$ cat config.mk
export PLATFORM = sky130hd
export DESIGN_NAME = player_multi_shot_flat
export DESIGN_NICKNAME = d
export VERILOG_FILES = /design/src/rtl/player_pkg.sv /design/src/rtl/player_multi_shot_if.sv /design/src/rtl/player_bullet_slot.sv /design/src/rtl/player_multi_shot.sv /design/src/flat_wrapper.sv
export SDC_FILE = /design/constraint.sdc
export NUM_CORES = 1
export LEC_CHECK = 0
export BUFFER_PORTS_ARGS = -buffer_cell sky130_fd_sc_hd__buf_2
export CORE_MARGIN = 5
export CORE_UTILIZATION = 59
export DETAILED_ROUTE_END_ITERATION = 10
export PLACE_DENSITY = 0.9
export SLEW_MARGIN = 20
export SYNTH_ARGS = -nofsm -noshare
export SYNTH_HDL_FRONTEND = slang
export SYNTH_SLANG_ARGS = --single-unit
$ cat constraint.sdc
create_clock -name clk_i -period 7.9 [get_ports clk_i]
set_input_delay 0.79 -clock clk_i [delete_from_list [all_inputs] [get_ports clk_i]]
set_output_delay 0.79 -clock clk_i [all_outputs]
set_load 0.01 [all_outputs]
$ cat src/rtl/player_pkg.sv
// Shared types and helpers for the player ship and its bullet pool.
package player_pkg;

   // One-hot ship states
   typedef enum logic [4:0] {
      ShipIdle  = 5'b00001,
      ShipMoveL = 5'b00010,
      ShipMoveR = 5'b00100,
      ShipHit   = 5'b01000,
      ShipDead  = 5'b10000
   } ship_state_e;

   typedef logic [9:0] coord_t;

   localparam int unsigned BulletW = 6;
   localparam int unsigned BulletH = 10;

   // Index of the lowest set bit of free_vec (0 when none is set; caller checks for any free)
   function automatic logic [2:0] first_free(input logic [7:0] free_vec);
      logic [2:0] idx;
      idx = '0;
      for (int i = 7; i >= 0; i--) begin
         if (free_vec[i]) idx = 3'(i);
      end
      return idx;
   endfunction

endpackage

$ cat src/rtl/player_multi_shot_if.sv
// Button, status and bullet-pool signals between the player block and its neighbours.
interface player_multi_shot_if #(
   parameter int unsigned bullets_p = 2
) ();
   logic                    frame_i;
   logic                    move_left_i;
   logic                    move_right_i;
   logic                    shoot_i;
   logic                    hit_i;
   logic [bullets_p-1:0]    hit_enemy_i;
   logic                    add_life_i;
   logic                    alive_o;
   logic                    frozen_o;
   logic [1:0]              lives_o;
   logic [4:0]              state_o;
   logic [9:0]              pos_left_o;
   logic [9:0]              pos_right_o;
   logic [11:0]             color_o;
   logic [bullets_p-1:0]    bullet_valid_o;
   logic [10*bullets_p-1:0] bullet_left_o;
   logic [10*bullets_p-1:0] bullet_top_o;

   // Button/collision side drives inputs and observes the ship
   modport master (
      output frame_i, move_left_i, move_right_i, shoot_i, hit_i, hit_enemy_i, add_life_i,
      input  alive_o, frozen_o, lives_o, state_o, pos_left_o, pos_right_o, color_o,
             bullet_valid_o, bullet_left_o, bullet_top_o
   );

   // The player block itself
   modport slave (
      input  frame_i, move_left_i, move_right_i, shoot_i, hit_i, hit_enemy_i, add_life_i,
      output alive_o, frozen_o, lives_o, state_o, pos_left_o, pos_right_o, color_o,
             bullet_valid_o, bullet_left_o, bullet_top_o
   );
endinterface

$ cat src/rtl/player_bullet_slot.sv
// One player bullet: launched at a fixed column, climbs each frame, retires at the ceiling.
module player_bullet_slot
   import player_pkg::*;
#(
   parameter int unsigned spawn_top_p   = 424,
   parameter int unsigned bullet_step_p = 10,
   parameter int unsigned ceiling_p     = 10
) (
   input  logic   clk_i,
   input  logic   reset_ni,
   input  logic   launch_i,
   input  coord_t left_load_i,
   input  logic   frame_i,
   input  logic   retire_i,
   input  logic   clear_i,
   output logic   valid_o,
   output coord_t left_o,
   output coord_t top_o
);

   localparam coord_t SpawnTop  = coord_t'(spawn_top_p);
   localparam coord_t Step      = coord_t'(bullet_step_p);
   localparam coord_t RetireLim = coord_t'(ceiling_p + bullet_step_p);

   logic   valid_q, valid_d;
   coord_t left_q, left_d;
   coord_t top_q, top_d;

   // Next slot state: clear > launch > enemy-hit retire > frame motion
   always_comb begin
      valid_d = valid_q;
      left_d  = left_q;
      top_d   = top_q;
      if (clear_i) begin
         valid_d = 1'b0;
      end else if (launch_i) begin
         valid_d = 1'b1;
         left_d  = left_load_i;
         top_d   = SpawnTop;
      end else if (valid_q) begin
         if (retire_i) begin
            valid_d = 1'b0;
         end else if (frame_i) begin
            // Compare before subtracting so the top never wraps
            if (top_q < RetireLim) valid_d = 1'b0;
            else                   top_d   = top_q - Step;
         end
      end
   end

   // Slot registers
   always_ff @(posedge clk_i or negedge reset_ni) begin
      if (!reset_ni) begin
         valid_q <= 1'b0;
         left_q  <= '0;
         top_q   <= SpawnTop;
      end else begin
         valid_q <= valid_d;
         left_q  <= left_d;
         top_q   <= top_d;
      end
   end

   assign valid_o = valid_q;
   assign left_o  = left_q;
   assign top_o   = top_q;

endmodule

$ cat src/rtl/player_multi_shot.sv
// Player ship: move/hit/resume state machine, lives counter and a pool of bullet slots.
module player_multi_shot
   import player_pkg::*;
#(
   parameter logic [11:0] color_p       = 12'h5E5,
   parameter int unsigned bullets_p     = 2,
   parameter int unsigned lives_init_p  = 0,
   parameter int unsigned lives_max_p   = 3,
   parameter int unsigned ship_width_p  = 40,
   parameter int unsigned step_p        = 5,
   parameter int unsigned bullet_step_p = 10,
   parameter int unsigned left_border_p = 9,
   parameter int unsigned right_border_p = 629,
   parameter int unsigned reset_left_p  = 249,
   parameter int unsigned spawn_top_p   = 424,
   parameter int unsigned ceiling_p     = 10,
   parameter int unsigned cooldown_p    = 8
) (
   input logic                clk_i,
   input logic                reset_ni,
   player_multi_shot_if.slave bus
);

   localparam logic [4:0] StIdle  = ShipIdle;
   localparam logic [4:0] StMoveL = ShipMoveL;
   localparam logic [4:0] StMoveR = ShipMoveR;
   localparam logic [4:0] StHit   = ShipHit;
   localparam logic [4:0] StDead  = ShipDead;

   localparam int unsigned CdW = (cooldown_p > 0) ? $clog2(cooldown_p + 1) : 1;

   localparam coord_t     LeftMin   = coord_t'(left_border_p);
   localparam coord_t     LeftMax   = coord_t'(right_border_p - ship_width_p);
   localparam coord_t     Step      = coord_t'(step_p);
   localparam coord_t     ResetLeft = coord_t'(reset_left_p);
   localparam coord_t     MuzzleOff = coord_t'(ship_width_p / 2 - BulletW / 2);
   localparam logic [1:0] LivesInit = 2'(lives_init_p);
   localparam logic [1:0] LivesMax  = 2'(lives_max_p);

   logic [4:0]     state_q, state_d;
   coord_t         pos_left_q, pos_left_d;
   logic [1:0]     lives_q, lives_d;
   logic [CdW-1:0] cd_q, cd_d;
   logic           shoot_q;

   logic                 rise;
   logic                 alive_st;
   logic                 clear_all;
   logic                 launch_en;
   logic [7:0]           free_vec;
   logic [2:0]           free_idx;
   logic [bullets_p-1:0] valid;
   logic [bullets_p-1:0] launch_vec;
   coord_t               launch_left;
   coord_t               slot_left [bullets_p];
   coord_t               slot_top  [bullets_p];

   assign rise     = bus.shoot_i & ~shoot_q;
   assign alive_st = (state_q == StIdle) || (state_q == StMoveL) || (state_q == StMoveR);
   // Entering HIT/DEAD wipes the bullet pool and the cooldown
   assign clear_all = alive_st & bus.hit_i;

   // Launch decision and lowest-free-slot selection
   always_comb begin
      free_vec                = '0;
      free_vec[bullets_p-1:0] = ~valid;
      free_idx                = first_free(free_vec);
      launch_en   = rise && alive_st && !bus.hit_i && (cd_q == '0) && (|free_vec);
      launch_left = pos_left_q + MuzzleOff;
      for (int k = 0; k < bullets_p; k++) begin
         launch_vec[k] = launch_en && (free_idx == 3'(k));
      end
   end

   // Ship state, position and lives next-state
   always_comb begin
      state_d    = state_q;
      pos_left_d = pos_left_q;
      lives_d    = lives_q;
      case (state_q)
         StIdle, StMoveL, StMoveR: begin
            if (bus.frame_i && (state_q == StMoveL)) begin
               if (pos_left_q < LeftMin + Step) pos_left_d = LeftMin;
               else                            pos_left_d = pos_left_q - Step;
            end
            if (bus.frame_i && (state_q == StMoveR)) begin
               if (({1'b0, pos_left_q} + {1'b0, Step}) > {1'b0, LeftMax}) pos_left_d = LeftMax;
               else                                                       pos_left_d = pos_left_q + Step;
            end
            if (bus.hit_i) begin
               // Hit beats buttons and any same-cycle life bonus
               if (lives_q != 2'd0) begin
                  lives_d = lives_q - 2'd1;
                  state_d = StHit;
               end else begin
                  state_d = StDead;
               end
            end else begin
               if (bus.frame_i && bus.add_life_i && (lives_q < LivesMax)) lives_d = lives_q + 2'd1;
               if (bus.move_left_i && !bus.move_right_i)      state_d = StMoveL;
               else if (bus.move_right_i && !bus.move_left_i) state_d = StMoveR;
               else                                           state_d = StIdle;
            end
         end
         StHit: begin
            if (bus.frame_i && bus.add_life_i && (lives_q < LivesMax)) lives_d = lives_q + 2'd1;
            if (rise) begin
               pos_left_d = ResetLeft;
               state_d    = StIdle;
            end
         end
         StDead: begin
            if (rise) begin
               pos_left_d = ResetLeft;
               lives_d    = LivesInit;
               state_d    = StIdle;
            end
         end
         default: state_d = StIdle;
      endcase
   end

   // Fire cooldown: load on launch, count down per frame, wiped on hit
   always_comb begin
      cd_d = cd_q;
      if (clear_all)                      cd_d = '0;
      else if (launch_en)                 cd_d = CdW'(cooldown_p);
      else if (bus.frame_i && cd_q != '0) cd_d = cd_q - 1'b1;
   end

   // Ship registers
   always_ff @(posedge clk_i or negedge reset_ni) begin
      if (!reset_ni) begin
         state_q    <= StIdle;
         pos_left_q <= ResetLeft;
         lives_q    <= LivesInit;
         cd_q       <= '0;
         shoot_q    <= 1'b0;
      end else begin
         state_q    <= state_d;
         pos_left_q <= pos_left_d;
         lives_q    <= lives_d;
         cd_q       <= cd_d;
         shoot_q    <= bus.shoot_i;
      end
   end

   for (genvar k = 0; k < bullets_p; k++) begin : g_slot
      player_bullet_slot #(
         .spawn_top_p  (spawn_top_p),
         .bullet_step_p(bullet_step_p),
         .ceiling_p    (ceiling_p)
      ) u_slot (
         .clk_i      (clk_i),
         .reset_ni   (reset_ni),
         .launch_i   (launch_vec[k]),
         .left_load_i(launch_left),
         .frame_i    (bus.frame_i),
         .retire_i   (bus.hit_enemy_i[k]),
         .clear_i    (clear_all),
         .valid_o    (valid[k]),
         .left_o     (slot_left[k]),
         .top_o      (slot_top[k])
      );
   end

   // Pack per-slot coordinates onto the flat output buses
   always_comb begin
      bus.bullet_left_o = '0;
      bus.bullet_top_o  = '0;
      for (int k = 0; k < bullets_p; k++) begin
         bus.bullet_left_o[10*k +: 10] = slot_left[k];
         bus.bullet_top_o[10*k +: 10]  = slot_top[k];
      end
   end

   assign bus.bullet_valid_o = valid;
   assign bus.alive_o        = (state_q != StDead);
   assign bus.frozen_o       = (state_q == StHit) || (state_q == StDead);
   assign bus.lives_o        = lives_q;
   assign bus.state_o        = state_q;
   assign bus.pos_left_o     = pos_left_q;
   assign bus.pos_right_o    = pos_left_q + coord_t'(ship_width_p);
   assign bus.color_o        = color_p;

endmodule

$ cat src/flat_wrapper.sv
// flat-port wrapper written by rule: the top's interface ports become plain ports
module player_multi_shot_flat import player_pkg::*;
#(
   parameter logic [11:0] color_p       = 12'h5E5,
   parameter int unsigned bullets_p     = 2,
   parameter int unsigned lives_init_p  = 0,
   parameter int unsigned lives_max_p   = 3,
   parameter int unsigned ship_width_p  = 40,
   parameter int unsigned step_p        = 5,
   parameter int unsigned bullet_step_p = 10,
   parameter int unsigned left_border_p = 9,
   parameter int unsigned right_border_p = 629,
   parameter int unsigned reset_left_p  = 249,
   parameter int unsigned spawn_top_p   = 424,
   parameter int unsigned ceiling_p     = 10,
   parameter int unsigned cooldown_p    = 8
)
  (clk_i, reset_ni, bus_frame_i, bus_move_left_i, bus_move_right_i, bus_shoot_i, bus_hit_i, bus_hit_enemy_i, bus_add_life_i, bus_alive_o, bus_frozen_o, bus_lives_o, bus_state_o, bus_pos_left_o, bus_pos_right_o, bus_color_o, bus_bullet_valid_o, bus_bullet_left_o, bus_bullet_top_o);
  player_multi_shot_if #(.bullets_p(bullets_p)) bus_i ();
  input logic clk_i;
  input logic reset_ni;
  input wire logic [$bits(bus_i.frame_i)-1:0] bus_frame_i;
  input wire logic [$bits(bus_i.move_left_i)-1:0] bus_move_left_i;
  input wire logic [$bits(bus_i.move_right_i)-1:0] bus_move_right_i;
  input wire logic [$bits(bus_i.shoot_i)-1:0] bus_shoot_i;
  input wire logic [$bits(bus_i.hit_i)-1:0] bus_hit_i;
  input wire logic [$bits(bus_i.hit_enemy_i)-1:0] bus_hit_enemy_i;
  input wire logic [$bits(bus_i.add_life_i)-1:0] bus_add_life_i;
  output wire logic [$bits(bus_i.alive_o)-1:0] bus_alive_o;
  output wire logic [$bits(bus_i.frozen_o)-1:0] bus_frozen_o;
  output wire logic [$bits(bus_i.lives_o)-1:0] bus_lives_o;
  output wire logic [$bits(bus_i.state_o)-1:0] bus_state_o;
  output wire logic [$bits(bus_i.pos_left_o)-1:0] bus_pos_left_o;
  output wire logic [$bits(bus_i.pos_right_o)-1:0] bus_pos_right_o;
  output wire logic [$bits(bus_i.color_o)-1:0] bus_color_o;
  output wire logic [$bits(bus_i.bullet_valid_o)-1:0] bus_bullet_valid_o;
  output wire logic [$bits(bus_i.bullet_left_o)-1:0] bus_bullet_left_o;
  output wire logic [$bits(bus_i.bullet_top_o)-1:0] bus_bullet_top_o;
  assign bus_i.frame_i = bus_frame_i;
  assign bus_i.move_left_i = bus_move_left_i;
  assign bus_i.move_right_i = bus_move_right_i;
  assign bus_i.shoot_i = bus_shoot_i;
  assign bus_i.hit_i = bus_hit_i;
  assign bus_i.hit_enemy_i = bus_hit_enemy_i;
  assign bus_i.add_life_i = bus_add_life_i;
  assign bus_alive_o = bus_i.alive_o;
  assign bus_frozen_o = bus_i.frozen_o;
  assign bus_lives_o = bus_i.lives_o;
  assign bus_state_o = bus_i.state_o;
  assign bus_pos_left_o = bus_i.pos_left_o;
  assign bus_pos_right_o = bus_i.pos_right_o;
  assign bus_color_o = bus_i.color_o;
  assign bus_bullet_valid_o = bus_i.bullet_valid_o;
  assign bus_bullet_left_o = bus_i.bullet_left_o;
  assign bus_bullet_top_o = bus_i.bullet_top_o;
  player_multi_shot #(.color_p(color_p), .bullets_p(bullets_p), .lives_init_p(lives_init_p), .lives_max_p(lives_max_p), .ship_width_p(ship_width_p), .step_p(step_p), .bullet_step_p(bullet_step_p), .left_border_p(left_border_p), .right_border_p(right_border_p), .reset_left_p(reset_left_p), .spawn_top_p(spawn_top_p), .ceiling_p(ceiling_p), .cooldown_p(cooldown_p)) u_core (.clk_i(clk_i), .reset_ni(reset_ni), .bus(bus_i));
endmodule
==> After elaboration in Yosys (flattened, before gate mapping) <==
Cells that the tools add are included.
Widths: inputs -> output; s select.
{ "word_totals": {"regBits": 64, "in_bits": 10, "out_inout_bits": 83, "wordCells": 129} }
{ "classes": {"addsub": 10, "magnitude_cmp": 5, "n_eq_ne": 15, "n_mux": 44, "bitwise_logic": 5, "n_reduce_logical": 39} }
{ "op_table": {"columns": ["op", "n"], "rows": [
  ["$mux 10", 15],
  ["$lt 10x5->1 const B", 2],
  ["$mux 5", 4],
  ["$pmux 10 s2", 1],
  ["$sub 10x4->10 const B", 2],
  ["$logic_and 1x1->1", 13],
  ["$mux 1", 13],
  ["$mux 4", 3],
  ["$reduce_bool 2->1", 6],
  ["$add 10x3->11 const B", 1],
  ["$gt 11x10->1 const B", 1],
  ["$add 10x3->10 const B", 1],
  ["$add 10x5->10 const B", 1],
  ["$add 10x6->10 const B", 1],
  ["$lt 10x4->1 const B", 1],
  ["$pmux 5 s2", 1],
  ["$reduce_and 5->1", 2],
  ["$sub 10x3->10 const B", 1],
  ["$mux 2", 4],
  ["$ne 2x1->1 const B", 4],
  ["$mux 3", 2],
  ["$pmux 2 s3", 1],
  ["$reduce_and 3->1", 2],
  ["$reduce_bool 3->1", 2],
  ["other kinds (25)", 34]
]} }

==> Logic depth before layout (Yosys ltp) <==
{ "logic_depth": {"ltp_word": 10, "mapped_depth": 10, "ltp_nobuf": 9} }

==> By module <==
Synthesis repeated with hierarchy kept, for this count alone.
{ "unflattened": {"hier_cells": 484, "area_unflattened_um2": 4192.8} }
{ "by_module_without_submodules": {"columns": ["module", "instances", "cells_each", "area_per_inst_um2", "seq_area_each_um2"], "rows": [
  ["player_multi_shot", 1, 270, 2175.8, 559.3],
  ["player_bullet_slot", 2, 107, 1008.5, 505.5]
]} }

==> Least setup slack after synthesis <==
Ideal clock, no wire load.
{ "synth_timing": {"kind": "reg-to-reg", "start": "register u_core.pos_left_q[0], in the netlist u_core.bus.pos_left_o[0]", "end": "register u_core.pos_left_q[3], in the netlist u_core.bus.pos_left_o[3]", "setup_ns": 0.093, "t_arrival_ns": 2.762, "required_ns": 7.807, "slack_ns": 5.045, "path_stages_with_launch": 11, "n_path_buf": 1, "synth_period_minus_slack_ns": 2.855, "cell_sequence": "dfstp_2 -> clkbuf_1 -> inv_1 -> ha_1 -> inv_1 -> o21ai_0 -> a311oi_1 -> a211oi_1 -> or4_4 -> a211oi_1 -> a211oi_1"} }
{ "synth_between": {"elab_chain_cells": 5, "elab_cells_between_ends": 10, "cone_classes": "3 x add/sub; 2 x order compare; 5 x mux"} }
{ "synth_rtl": {"columns": ["element", "line_no", "rtl"], "rows": [
  ["start, declared", "player_multi_shot.sv:41", "coord_t pos_left_q, pos_left_d;"],
  ["start signal, assigned", "player_multi_shot.sv:135", "pos_left_q <= ResetLeft;"],
  ["start signal, assigned", "player_multi_shot.sv:141", "pos_left_q <= pos_left_d;"],
  ["$add 10x3->11, or another cell as far along", "player_multi_shot.sv:87", "if (({1'b0, pos_left_q} + {1'b0, Step}) > {1'b0, LeftMax}) pos_left_d = LeftMax;"],
  ["$gt 11x10->1 / $mux 10 (equally long branches)", "player_multi_shot.sv:87, player_multi_shot.sv:83", null],
  ["$mux 10, on equally long branches", "player_multi_shot.sv:87, player_multi_shot.sv:82", null],
  ["$mux 10 (*)", "player_multi_shot.sv:86", "if (bus.frame_i && (state_q == StMoveR)) begin"],
  ["$pmux 10 s2 (*)", "player_multi_shot.sv:80", "case (state_q)"]
]} }
Mark *: on every way between the ends. The rest lies on a longest branch, timed or not. The select of a mux whose other input is x is not followed.
A chain may end at the register's enable or synchronous reset.

==> Worst setup path in the final report <==
Same ends and word-level chain as after synthesis.

==> results.md <==
- GR Overflow Total: 0
- Number of flops mapped to enable cells by yosys: 0
- Synth Register Bits: 62
- Status: finished clean
- Vias per cell: around 6.0
- Fin. Hold Viols: 0
- Post-synth top area share: between 20 and 30%
- First-pass GRT wire length: around 17 mm
- Max clock buf depth: 2
- ANT cells: 0
- Seq/Total Area, Yosys: 39.28%
- WL final: 10.13 mm
- PwrDens: about 350 mW/mm²
- Final period utilization: 39.36%
- Slew Viols, Final: 0
- Cells along the critical path: ha_1, o21ai_1, xnor2_1, nor3b_1, or4b_1, o31a_1, a211oi_1, a211oi_1
- Initial antenna violation count: 0
- Top-count cell post-synth: nand2_1
- Area of the mapped netlist: 0.003998 mm²
- Top Family by Delay on Critical Path: simple AND/OR/NAND/NOR gates
- Buf+Inv Stages, Crit Path: 0
- Ys async rst share: 100.0%
- Die X: between 90 and 100 µm
- # rows: 30
- Final WS setup: 4790 ps
- Peak supply drop: between 150 and 200 µV
- Via count of the first global-routing pass: 3579
- Area contributors post-synth: dfrtp_1 29%, dfstp_2 9.9%, nand2_1 5.2%
- Main synth FF type: dfrtp_1
- Hold Path Class: reg2reg
- Final Power: around 1.6 mW
- CP startpoint kind: flop
- Cells after Synth: 471
- Post-DP HPWL: roughly 7.4 mm
- Slew headroom: between 30 and 40%
- Dominant cell type by area after synthesis: dfrtp_1
- Largest net degree at the start of global routing: 63
- Placement Setup Slack: about 4500 ps
- Min Tclk post-route: slightly above 3000 ps
- Leak: 2.168 nW
- Clock slew at reported path FFs: 70 ps
- CTS Sinks: between 60 and 70
- Layout Nets: roughly 560
- Gr usage total: 24.60%
- Core Area: 0.006681 mm²
- Worst Setup SP: u_core.bus.pos_left_o[0]
- RSZ-0062 raised after global routing: no
- Clk root buf: clkbuf_8
- Crit end category: flop
- Slowest-stage cell, CP: dfstp_2
- DR WL/cell: 16.41 µm
- Starting DRT DRC Count: approximately 360
- Peak Freq: 321.6 MHz
- Crit-path max cell delay: 670 ps
- Critical path class: reg2reg
- Top Ports: 93
- Drt first pass iters: 6
- Distinct cell type count of the synthesized netlist: 64
- Worst-Skew Late Latency: 340 ps
- Hold slack: about 470 ps
- Hold_sp: u_core.g_slot[0].u_slot.left_o[4]
- Max cap viols: 0
- Worst clock skew: about 11 ps
- Setup Fix Bufs, Post-CTS: 0
- Hold-fix buffers, CTS: 0
- Num CTS Buffers: 9
- Cell mode on critical path: a211oi_1
- Commonest cells in the netlist: 55 x nand2_1, 47 x dfrtp_1, 40 x nor2_1
- Vias post-DR: 3685
- Post-detailed-route DRC marker count: 0
- Critical path required time: between 8000 and 9000 ps
- Post_cts resized: 0
- Vert. Die Dim: ~92 µm
- Starting Density: 59.83%
- Area Overhead vs Synth: 12.49%
- CTS H-tree lvls: 3
- Total die area: 0.008522 mm²
- Synth warn: 0
- Mean post-synth cell area: ~8.5 µm²
- CTS tree: done
- Worst slew pin tran: between 800 and 900 ps
- GPL Wtd Cong: 0.9360
- Layout cells sized above 1: a little over a fifth
- Worst EP arrival: between 3000 and 4000 ps
- Critical path peak fanout: 14
- Setup_tns: 0 ps
- # port buffers: 78
- Antenna-violating nets left: 0
- Final setup viols: 0
- Worst r2r src: u_core.bus.pos_left_o[0]
tightest hold or removal path, cell delays in order, from the launching register on:
cell	delay, ps
dfrtp_1	340
nand2_1	50
nand2_1	50
power breakdown:
part / total [mW] / internal, mW / switching [mW]
Clock: 0.269 / 0.145 / 0.124
Combinational: 0.747 / 0.304 / 0.443
Sequential: 0.580 / 0.429 / 0.151
worst paths after layout:
path / endpoint / slack (ps) / cells past startpoint
max reg2reg: u_core.bus.pos_left_o[3] / 4790 / 8
min reg2reg: u_core.g_slot[0].u_slot.left_o[4] / 470 / 2
max: u_core.bus.pos_left_o[3] / 4790 / 8
max in group asynchronous: u_core.g_slot[0].u_slot.left_o[6] / 6800 / 2
min in group asynchronous: u_core.bus.pos_left_o[9] / 590 / 2
min: u_core.g_slot[0].u_slot.left_o[4] / 470 / 2
kinds of logic (layout without fill, tap and decap cells):
kind of cell / after synthesis / in the layout / share of synthesized area (%)
multiplexers: 3 / 3 / 0.7512
flip-flops: 62 / 62 / 39.28
XOR/XNOR: 24 / 24 / 5.258
buffers and inverters: 65 / 119 / 7.918
other: 2 / 14 / 0.1879
AND/OR/NAND/NOR: 175 / 175 / 21.85
AO/OA/AOI/OAI: 126 / 126 / 20.38
adder cells (fa/ha/maj): 14 / 14 / 4.382
stage by stage:
stage                     area, µm²  util [%]  std cells
after floorplan                4043         -        483
after global placement         4314     64.57        601
after detailed placement       4314     64.57        601
after CTS                      4497     67.30        617
after global routing           4497     67.30        617
final                          4497     67.30        617
sequential cells by signal, indices dropped and copies added, names as in the netlist:
register,flops
u_core.g_slot.u_slot.top_o,18
u_core.shoot_q,1
u_core.bus.state_o,5
u_core.bus.pos_left_o,10
u_core.g_slot.u_slot.left_o,20
u_core.cd_q,4
u_core.g_slot.u_slot.valid_o,2
u_core.bus.lives_o,2
final cells by class:
class	count	area [µm²]
Clock inverter	4	47.55
Timing Repair Buffer	79	397.9
Tap cell	80	100.1
Inverter	24	90.09
Clock buffer	12	135.1
Sequential cell	62	1570
Multi-Input combinational cell	356	2156
Fill cell	556	2185
routing by layer:
| layer | part of all wire [%] | vias up | track usage (%) |
|---|---|---|---|
| li1 | - | 1751 | - |
| met1 | 42 | 1753 | 32.00 |
| met2 | 49 | 156 | 40.12 |
| met3 | 7.0 | 25 | 5.930 |
| met4 | 1.9 | 0 | 8.540 |
| met5 | 0 | - | 0 |
placed cells by master (no fill, tap or decap), drive strengths merged, types with 3 or more instances in the layout:
cell	count
a211oi	11
nor2	40
nor2b	5
buf	79
o21a	5
nor4	5
nand2	55
mux2i	3
a31oi	3
dfrtp	47
inv	24
nor3	15
clkbuf	12
or3	7
nand3	14
a21o	4
xor2	6
ha	14
or4	4
nor3b	6
dfstp	15
conb	14
o21ai	41
nand2b	6
or2	5
o31ai	5
xnor2	18
a21oi	29
(Power assumes the default switching activity.)
